==> src/rtl/sync_fifo_pkg.sv <==
// Shared helpers for the sync_fifo block.
package sync_fifo_pkg;

   // Count must represent 0..DEPTH inclusive, hence one bit wider than a pointer.
   function automatic int unsigned count_width(input int unsigned depth);
      return $clog2(depth) + 1;
   endfunction

endpackage

==> src/rtl/sync_fifo_if.sv <==
// Producer/consumer handshake bundle for sync_fifo; slave is the FIFO side.
interface sync_fifo_if #(
   parameter int unsigned WIDTH = 8,
   parameter int unsigned DEPTH = 32
) ();
   import sync_fifo_pkg::*;

   localparam int unsigned CntW = count_width(DEPTH);

   logic             i_WR_EN;
   logic [WIDTH-1:0] i_WR_DATA;
   logic             o_FULL;
   logic             o_ALMOST_FULL;
   logic             i_RD_EN;
   logic [WIDTH-1:0] o_RD_DATA;
   logic             VALID;
   logic             o_EMPTY;
   logic             o_ALMOST_EMPTY;
   logic [CntW-1:0]  o_COUNT;
   logic             OF;
   logic             UF;

   modport slave (
      input  i_WR_EN, i_WR_DATA, i_RD_EN,
      output o_FULL, o_ALMOST_FULL, o_RD_DATA, VALID, o_EMPTY, o_ALMOST_EMPTY, o_COUNT, OF, UF
   );

   modport master (
      output i_WR_EN, i_WR_DATA, i_RD_EN,
      input  o_FULL, o_ALMOST_FULL, o_RD_DATA, VALID, o_EMPTY, o_ALMOST_EMPTY, o_COUNT, OF, UF
   );

endinterface

==> src/rtl/sync_fifo_ram.sv <==
// Simple dual-port storage: synchronous write, registered or combinational read.
module sync_fifo_ram #(
   parameter  int unsigned WIDTH = 8,
   parameter  int unsigned DEPTH = 32,
   parameter  int unsigned FWFT  = 0,
   localparam int unsigned AW    = $clog2(DEPTH)
) (
   input  logic             i_CLK,
   input  logic             i_RESET,
   input  logic             i_WR_EN,
   input  logic [AW-1:0]    i_WR_ADDR,
   input  logic [WIDTH-1:0] i_WR_DATA,
   input  logic             i_RD_EN,
   input  logic [AW-1:0]    i_RD_ADDR,
   output logic [WIDTH-1:0] o_RD_DATA
);

   logic [WIDTH-1:0] r_mem [DEPTH];
   logic [WIDTH-1:0] r_rd_data;

   // Storage is deliberately left out of reset.
   always_ff @(posedge i_CLK) begin
      if (i_WR_EN) begin
         r_mem[i_WR_ADDR] <= i_WR_DATA;
      end
   end

   always_ff @(posedge i_CLK or negedge i_RESET) begin
      if (!i_RESET) begin
         r_rd_data <= '0;
      end else if (i_RD_EN) begin
         r_rd_data <= r_mem[i_RD_ADDR];
      end
   end

   assign o_RD_DATA = (FWFT != 0) ? r_mem[i_RD_ADDR] : r_rd_data;

endmodule

==> src/rtl/sync_fifo.sv <==
// Single-clock FIFO: pointers, occupancy count, flags and overflow/underflow pulses.
module sync_fifo
   import sync_fifo_pkg::*;
#(
   parameter int unsigned WIDTH        = 8,
   parameter int unsigned DEPTH        = 32,
   parameter int unsigned ALMOST_FULL  = 30,
   parameter int unsigned ALMOST_EMPTY = 2,
   parameter int unsigned FWFT         = 0
) (
   input  logic      i_CLK,
   input  logic      i_RESET,
   sync_fifo_if.slave bus
);

   localparam int unsigned AW   = $clog2(DEPTH);
   localparam int unsigned CntW = count_width(DEPTH);

   logic [AW-1:0]    r_wr_ptr;
   logic [AW-1:0]    r_rd_ptr;
   logic [CntW-1:0]  r_count;
   logic [CntW-1:0]  w_count_d;
   logic             r_valid;
   logic             r_of;
   logic             r_uf;
   logic             w_full;
   logic             w_empty;
   logic             w_rd_acc;
   logic             w_wr_acc;
   logic [WIDTH-1:0] w_ram_data;

   assign w_full   = (r_count == CntW'(DEPTH));
   assign w_empty  = (r_count == '0);
   assign w_rd_acc = bus.i_RD_EN && !w_empty;
   // A pop in the same cycle frees the slot, so a full FIFO still accepts the write.
   assign w_wr_acc = bus.i_WR_EN && (!w_full || w_rd_acc);

   always_comb begin
      w_count_d = r_count;
      if (w_wr_acc && !w_rd_acc) begin
         w_count_d = r_count + CntW'(1);
      end else if (!w_wr_acc && w_rd_acc) begin
         w_count_d = r_count - CntW'(1);
      end
   end

   always_ff @(posedge i_CLK or negedge i_RESET) begin
      if (!i_RESET) begin
         r_wr_ptr <= '0;
         r_rd_ptr <= '0;
         r_count  <= '0;
         r_valid  <= 1'b0;
         r_of     <= 1'b0;
         r_uf     <= 1'b0;
      end else begin
         if (w_wr_acc) begin
            r_wr_ptr <= r_wr_ptr + AW'(1);
         end
         if (w_rd_acc) begin
            r_rd_ptr <= r_rd_ptr + AW'(1);
         end
         r_count <= w_count_d;
         r_valid <= w_rd_acc;
         r_of    <= bus.i_WR_EN && !w_wr_acc;
         r_uf    <= bus.i_RD_EN && w_empty;
      end
   end

   sync_fifo_ram #(
      .WIDTH (WIDTH),
      .DEPTH (DEPTH),
      .FWFT  (FWFT)
   ) u_ram (
      .i_CLK     (i_CLK),
      .i_RESET   (i_RESET),
      .i_WR_EN   (w_wr_acc),
      .i_WR_ADDR (r_wr_ptr),
      .i_WR_DATA (bus.i_WR_DATA),
      .i_RD_EN   (w_rd_acc),
      .i_RD_ADDR (r_rd_ptr),
      .o_RD_DATA (w_ram_data)
   );

   assign bus.o_FULL         = w_full;
   assign bus.o_EMPTY        = w_empty;
   assign bus.o_ALMOST_FULL  = (r_count >= CntW'(ALMOST_FULL));
   assign bus.o_ALMOST_EMPTY = (r_count <= CntW'(ALMOST_EMPTY));
   assign bus.o_COUNT        = r_count;
   assign bus.OF             = r_of;
   assign bus.UF             = r_uf;

   // FWFT shows the head word whenever one exists; zero while empty keeps the reset value.
   assign bus.VALID     = (FWFT != 0) ? !w_empty : r_valid;
   assign bus.o_RD_DATA = (FWFT != 0) ? (w_empty ? '0 : w_ram_data) : w_ram_data;

endmodule

==> src/flat_wrapper.sv <==
// flat-port wrapper written by rule: the top's interface ports become plain ports
module sync_fifo_flat import sync_fifo_pkg::*;
#(
   parameter int unsigned WIDTH        = 8,
   parameter int unsigned DEPTH        = 32,
   parameter int unsigned ALMOST_FULL  = 30,
   parameter int unsigned ALMOST_EMPTY = 2,
   parameter int unsigned FWFT         = 0
)
  (i_CLK, i_RESET, bus_i_WR_EN, bus_i_WR_DATA, bus_i_RD_EN, bus_o_FULL, bus_o_ALMOST_FULL, bus_o_RD_DATA, bus_VALID, bus_o_EMPTY, bus_o_ALMOST_EMPTY, bus_o_COUNT, bus_OF, bus_UF);
  sync_fifo_if #(.WIDTH(WIDTH), .DEPTH(DEPTH)) bus_i ();
  input  logic i_CLK;
  input  logic i_RESET;
  input wire logic [$bits(bus_i.i_WR_EN)-1:0] bus_i_WR_EN;
  input wire logic [$bits(bus_i.i_WR_DATA)-1:0] bus_i_WR_DATA;
  input wire logic [$bits(bus_i.i_RD_EN)-1:0] bus_i_RD_EN;
  output wire logic [$bits(bus_i.o_FULL)-1:0] bus_o_FULL;
  output wire logic [$bits(bus_i.o_ALMOST_FULL)-1:0] bus_o_ALMOST_FULL;
  output wire logic [$bits(bus_i.o_RD_DATA)-1:0] bus_o_RD_DATA;
  output wire logic [$bits(bus_i.VALID)-1:0] bus_VALID;
  output wire logic [$bits(bus_i.o_EMPTY)-1:0] bus_o_EMPTY;
  output wire logic [$bits(bus_i.o_ALMOST_EMPTY)-1:0] bus_o_ALMOST_EMPTY;
  output wire logic [$bits(bus_i.o_COUNT)-1:0] bus_o_COUNT;
  output wire logic [$bits(bus_i.OF)-1:0] bus_OF;
  output wire logic [$bits(bus_i.UF)-1:0] bus_UF;
  assign bus_i.i_WR_EN = bus_i_WR_EN;
  assign bus_i.i_WR_DATA = bus_i_WR_DATA;
  assign bus_i.i_RD_EN = bus_i_RD_EN;
  assign bus_o_FULL = bus_i.o_FULL;
  assign bus_o_ALMOST_FULL = bus_i.o_ALMOST_FULL;
  assign bus_o_RD_DATA = bus_i.o_RD_DATA;
  assign bus_VALID = bus_i.VALID;
  assign bus_o_EMPTY = bus_i.o_EMPTY;
  assign bus_o_ALMOST_EMPTY = bus_i.o_ALMOST_EMPTY;
  assign bus_o_COUNT = bus_i.o_COUNT;
  assign bus_OF = bus_i.OF;
  assign bus_UF = bus_i.UF;
  sync_fifo #(.WIDTH(WIDTH), .DEPTH(DEPTH), .ALMOST_FULL(ALMOST_FULL), .ALMOST_EMPTY(ALMOST_EMPTY), .FWFT(FWFT)) u_core (.i_CLK(i_CLK), .i_RESET(i_RESET), .bus(bus_i));
endmodule
==> config.mk <==
export PLATFORM = sky130hd
export DESIGN_NAME = sync_fifo_flat
export DESIGN_NICKNAME = d
export VERILOG_FILES = /design/src/rtl/sync_fifo_pkg.sv /design/src/rtl/sync_fifo_if.sv /design/src/rtl/sync_fifo_ram.sv /design/src/rtl/sync_fifo.sv /design/src/flat_wrapper.sv
export SDC_FILE = /design/constraint.sdc
export NUM_CORES = 1
export LEC_CHECK = 0
export CAP_MARGIN = 20
export CORE_AREA = 2 2 174 176
export DETAILED_ROUTE_END_ITERATION = 16
export DIE_AREA = 0 0 176 178
export MAX_ROUTING_LAYER = met4
export PLACE_DENSITY_LB_ADDON = 0.15
export SLEW_MARGIN = 20
export SYNTH_ARGS = -nofsm -noshare
export SYNTH_HDL_FRONTEND = slang
export SYNTH_SLANG_ARGS = --single-unit
export TNS_END_PERCENT = 100
==> constraint.sdc <==
create_clock -name i_CLK -period 4.1 [get_ports i_CLK]
set_input_delay 1.23 -clock i_CLK [delete_from_list [all_inputs] [get_ports i_CLK]]
set_output_delay 1.23 -clock i_CLK [all_outputs]
set_load 0.02 [all_outputs]
==> results of run 1 <==
==> Yosys cell counts (10+ instances only) <==
library cell / instances / area, um^2
edfxtp_1: 256 / 7690
mux4_2: 47 / 1060
nor2_1: 41 / 154
nand2_1: 34 / 128
dfrtp_1: 27 / 676
mux4_1: 17 / 447
nand3_1: 13 / 65.1
mux2i_1: 12 / 120
ha_1: 10 / 125
xnor2_1: 10 / 87.6
==> logic make-up after synthesis <==
group | Yosys count | share of synthesized area
multiplexers | 77 | 0.144
AO/OA/AOI/OAI | 43 | 0.0269
XOR/XNOR | 12 | 0.00922
adder cells (fa/ha/maj) | 11 | 0.0127
buffers and inverters | 39 | 0.0224
flip-flops | 283 | 0.733
AND/OR/NAND/NOR | 124 | 0.0518
==> area by class of cell <==
class / count / area, um^2
fill: 2531 / 16100
clock buffer: 38 / 802
sequential: 283 / 8370
timing repair buffer: 82 / 708
clock inverter: 17 / 151
tap: 390 / 488
multi-input combinational: 267 / 2780
inverter: 9 / 33.8
==> metal layers <==
metal	share of wire	wire, um
met1	0.45	11100
met5	0	0
met3	0.045	1110
met4	0.014	348
met2	0.49	12000
==> state kept, by name (all words and copies together) (netlist names) <==
| name | cells |
|---|---|
| u_core.u_ram.r_mem | 256 |
| u_core.u_ram.o_RD_DATA | 8 |
| u_core.bus.o_COUNT | 6 |
| u_core.r_rd_ptr | 5 |
| u_core.r_wr_ptr | 5 |
| u_core.bus.OF | 1 |
| u_core.bus.UF | 1 |
| u_core.bus.VALID | 1 |
==> worst paths after layout <==
path / from / endpoint / slack, ns
min reg2reg: u_core.u_ram.o_RD_DATA[6] / u_core.u_ram.o_RD_DATA[6] / 0.50
max reg2reg: u_core.bus.o_COUNT[3] / u_core.bus.o_COUNT[5] / 0.99
min: u_core.u_ram.o_RD_DATA[6] / u_core.u_ram.o_RD_DATA[6] / 0.50
max: u_core.bus.o_COUNT[3] / bus_o_EMPTY / 0.48
max in group asynchronous: i_RESET / u_core.r_rd_ptr[1] / 2.55
min in group asynchronous: i_RESET / u_core.bus.o_COUNT[5] / 0.91
==> critical path: stages, from the launching register on <==
cell and delay [ns]:
dfrtp_1 0.45, or4_4 0.60, nor3_1 0.17, clkdlybuf4s50_1 0.63
==> per-stage QoR <==
| step | instance area (um^2) | std cells |
|---|---|---|
| floorplan | 11400 | 589 |
| global placement | 12400 | 1031 |
| detailed placement | 12400 | 1031 |
| CTS | 13300 | 1086 |
| global route | 13300 | 1086 |
| finish | 13300 | 1086 |
==> power breakdown <==
group | switching, uW | internal (uW)
logic | 1260 | 1220
registers | 438 | 3430
clock network | 1030 | 1560
==> impl_metrics.toml, run 1 <==
[pwr]
powerDensity_nw_per_um2 = 670
p_leak_uw = 0.00446
irDropWorstVdd_uv = 311
power_uw = 8930

[cts]
cts.sinks = 283
post-cts-setup-buffers = 0
clk_pin_slew_ns = 0.06
clockBufferDepth = 3
clkLatencyLatePin_ns = 0.54
postCtsHoldBufs = 0
cts_buffers = 30
htree_levels = 1
cts_root_buffer = "clkbuf_16"
cts_tree = "done"
ctsResizeCount = 0

[run_status]
outcome = "finished clean"

[floorplanning]
ios = 33
die_h_um = 178
rows = 63
dieArea_um2 = 31300
core_area_um2 = 29400
initial_core_util = 0.388
dieWidth_um = 176

[synthesis]
syn-cell-area_um2 = 11400
synthCells = 589
syn-num-nets = 612
synth_warnings = 0
synth_edf_count = 256
synth-seq-area-share = 0.733
postSynth.asyncResetShare = 0.0954
synth_cell_types = 47
synth.avg_cell_area_um2 = 19.4
ys_ff_latch = 283
yosys_most_used_dff = "edfxtp_1"

[grt]
grt_usage = 0.166
grt_use_met3 = 0.0209
grtUsageMet2 = 0.265
first_global_vias = 5828
grt_remaining_overflow = 0
grt_antenna_before_repair = 0
grt_max_degree = 55
grt_util_met1 = 0.232
grt_pass1_wl_um = 37100
top_usage_layer = "met2"

[detailed_routing]
vias = 5706
vias_per_cell = 5.25
drt_iter0_drc = 522
routed_wl_um = 24600
drc_errors = 0
drt_first_pass_iters = 4
ant_nets = 0
wl_per_cell_um = 22.6

[critical_path]
required_ns = 2.87
crit_type = "reg -> out"
startpoint_type = "register"
path_max_fanout = 6
worstPathArrival_ns = 2.39
end_kind = "output pin"
reg2reg_depth = 10

[place]
dp_hpwl_um = 15500
routabilityCongestion = 0.767
place_ws_ns = 0.236
numPortBuffers = 32

[finish]
drive_gt1_frac = 0.214
final_util = 0.454
layout_commonest_cell = "edfxtp_1"
diodes = 0
nets = 696
syn_to_final_growth_pct = 17.0
layout_common_cells = "256 x edfxtp_1, 49 x buf_4, 47 x mux4_2, 41 x nor2_1, 34 x nand2_1"

[sta]
tightestPinTransition_ns = 0.811
whs_ns = 0.500
fin_worst_skew_ns = 0.0211
final_hold_viol_count = 0
min_period_over_period = 0.883
setup_ws_ns = 0.481
period_needed_ns = 3.62
max_freq_ghz = 0.276
finalMaxSlewViolations = 0
timing.setup.tns_ns = 0
max_slew_margin = 0.459
rsz0062_at_grt = "false"
finalSetupViolations = 0

[run]
cap_violations = 0

[hold_path]
hold_path.class = "reg -> reg"
whs_path_depth = 2
(Power assumes the default switching activity.)
==> run 2: changes to the inputs <==
Settings changed: SETUP_SLACK_MARGIN set to 0.05.
==> results of run 2 <==
No change in the layout: final DEF, timing and power equal those of run 1.
==> run 3: changes to the inputs <==
Settings changed: CORE_AREA 2 2 174 176 to 2 2 184 168, DIE_AREA 0 0 176 178 to 0 0 186 170.
==> impl_metrics.toml, run 3 (synthesized netlist as in run 1, its figures left out) <==
[finish]
nets = 692
layout_commonest_cell = "edfxtp_1"
syn_to_final_growth_pct = 16.4
diodes = 0
top_register = "u_core.u_ram.r_mem"
fillerInstances = 2564
finalInstanceArea_um2 = 13300
layout_common_cells = "256 x edfxtp_1, 47 x mux4_2, 45 x buf_4, 41 x nor2_1, 34 x nand2_1"
fin_cells = 1094
largest_reg_flops = 256
drive_gt1_frac = 0.205

[critical_path]
reg2reg_slack_ns = 0.57
end_kind = "output pin"
path_max_fanout = 6
crit_chain = "or4_4, nor3_1, clkdlybuf4s50_1"
crit_buf_inv = 1
max_stage_delay_ns = 0.63
crit_type = "reg -> out"
critical-path-top-delay-family = "simple AND/OR/NAND/NOR gates"
required_ns = 2.87
slowest_stage = "clkdlybuf4s50_1"
worstPathArrival_ns = 2.38
startpoint_type = "register"

[floorplanning]
initial_core_util = 0.385
core_area_um2 = 29700
dieArea_um2 = 31600
rows = 60
die_h_um = 170
dieWidth_um = 186
ios = 33

[detailed_routing]
drc_errors = 0
vias_per_cell = 5.20
wl_per_cell_um = 22.5
drt_iter0_drc = 501
drt_first_pass_iters = 4
vias = 5685
ant_nets = 0
routed_wl_um = 24600

[grt]
grt_usage = 0.165
grt_use_met3 = 0.0242
grt_pass1_wl_um = 37200
grt_remaining_overflow = 0
first_global_vias = 5737
grtUsageMet2 = 0.249
grt_util_met1 = 0.240
grt_antenna_before_repair = 0
grt_max_degree = 41
top_usage_layer = "met2"

[pwr]
p_leak_uw = 0.00439
powerDensity_nw_per_um2 = 663
irDropWorstVdd_uv = 346

[sta]
period_needed_ns = 3.61
finalSetupViolations = 0
max_slew_margin = 0.290
setup_ws_ns = 0.494
finalMaxSlewViolations = 0
fin_worst_skew_ns = 0.0128
final_hold_viol_count = 0
tightestPinTransition_ns = 1.07
min_period_over_period = 0.880
rsz0062_at_grt = "false"
max_freq_ghz = 0.277
timing.setup.tns_ns = 0

[place]
postPlaceCellArea_um2 = 12400
place_ws_ns = 0.242
numPortBuffers = 32
dp_hpwl_um = 15300
routabilityCongestion = 0.785
dpl.cell_count = 1040

[cts]
cts_buffers = 30
ctsResizeCount = 0
postCtsHoldBufs = 0
clkLatencyLatePin_ns = 0.55
htree_levels = 1
cts.sinks = 283
clk_pin_slew_ns = 0.06
cts_tree = "done"
clockBufferDepth = 3
cts_root_buffer = "clkbuf_16"
post-cts-setup-buffers = 0

[run]
cap_violations = 0

[run_status]
outcome = "finished clean"

[hold_path]
hold_path.class = "reg -> reg"
-- run 3: path summary, 6_finish.rpt --
kind	to	startpoint	cells after the start
worst max-delay path	bus_o_EMPTY	u_core.bus.o_COUNT[2]	3
worst min-delay path	u_core.u_ram.o_RD_DATA[4]	u_core.u_ram.o_RD_DATA[4]	2
worst max register to register	u_core.bus.o_COUNT[5]	u_core.bus.o_COUNT[2]	10
worst min register to register	u_core.u_ram.o_RD_DATA[4]	u_core.u_ram.o_RD_DATA[4]	2
max in group asynchronous	u_core.r_wr_ptr[3]	i_RESET	2
min in group asynchronous	u_core.r_rd_ptr[0]	i_RESET	1
-- run 3: final cells by class --
class	count	area [um^2]	share of cell area
Timing Repair Buffer	78	678	0.0511
Tap cell	403	504	0.0380
Clock buffer	38	802	0.0604
Sequential cell	283	8370	0.630
Inverter	9	33.8	0.00255
Clock inverter	16	104	0.00782
Multi-Input combinational cell	267	2780	0.210
-- run 3: stage by stage --
stage / hold WS, ns / total power, uW / util
after floorplan: 0.573 / 5560 / -
after global placement: 0.477 / 6380 / 0.417
after detailed placement: 0.486 / 6430 / 0.417
after CTS: 0.499 / 8940 / 0.448
after global routing: 0.549 / 9270 / 0.448
final: 0.494 / 8800 / 0.448
-- run 3: worst register-to-register path: cells and delay by family (launching register included) --
kind                       cells  cell delay (ns)
buffers and inverters          1             0.16
adders and majority gates      2             0.69
DFF                            1             0.46
xor gates and xnor gates       1             0.16
AOI/OAI and AO/OA              3             0.82
and+or+nand+nor                3             1.17
-- run 3: where the power goes --
group          total, uW  switching (uW)  internal, uW
clock network       2470            1040          1430
registers           3780             346          3430
logic               2550            1350          1200
-- run 3: metal layers --
layer | routed length (um) | share of wire | vias up
li1 | - | - | 2552
met1 | 11500 | 0.47 | 2982
met2 | 11600 | 0.47 | 121
met3 | 1160 | 0.047 | 30
met4 | 308 | 0.013 | 0
met5 | 0 | 0 | -
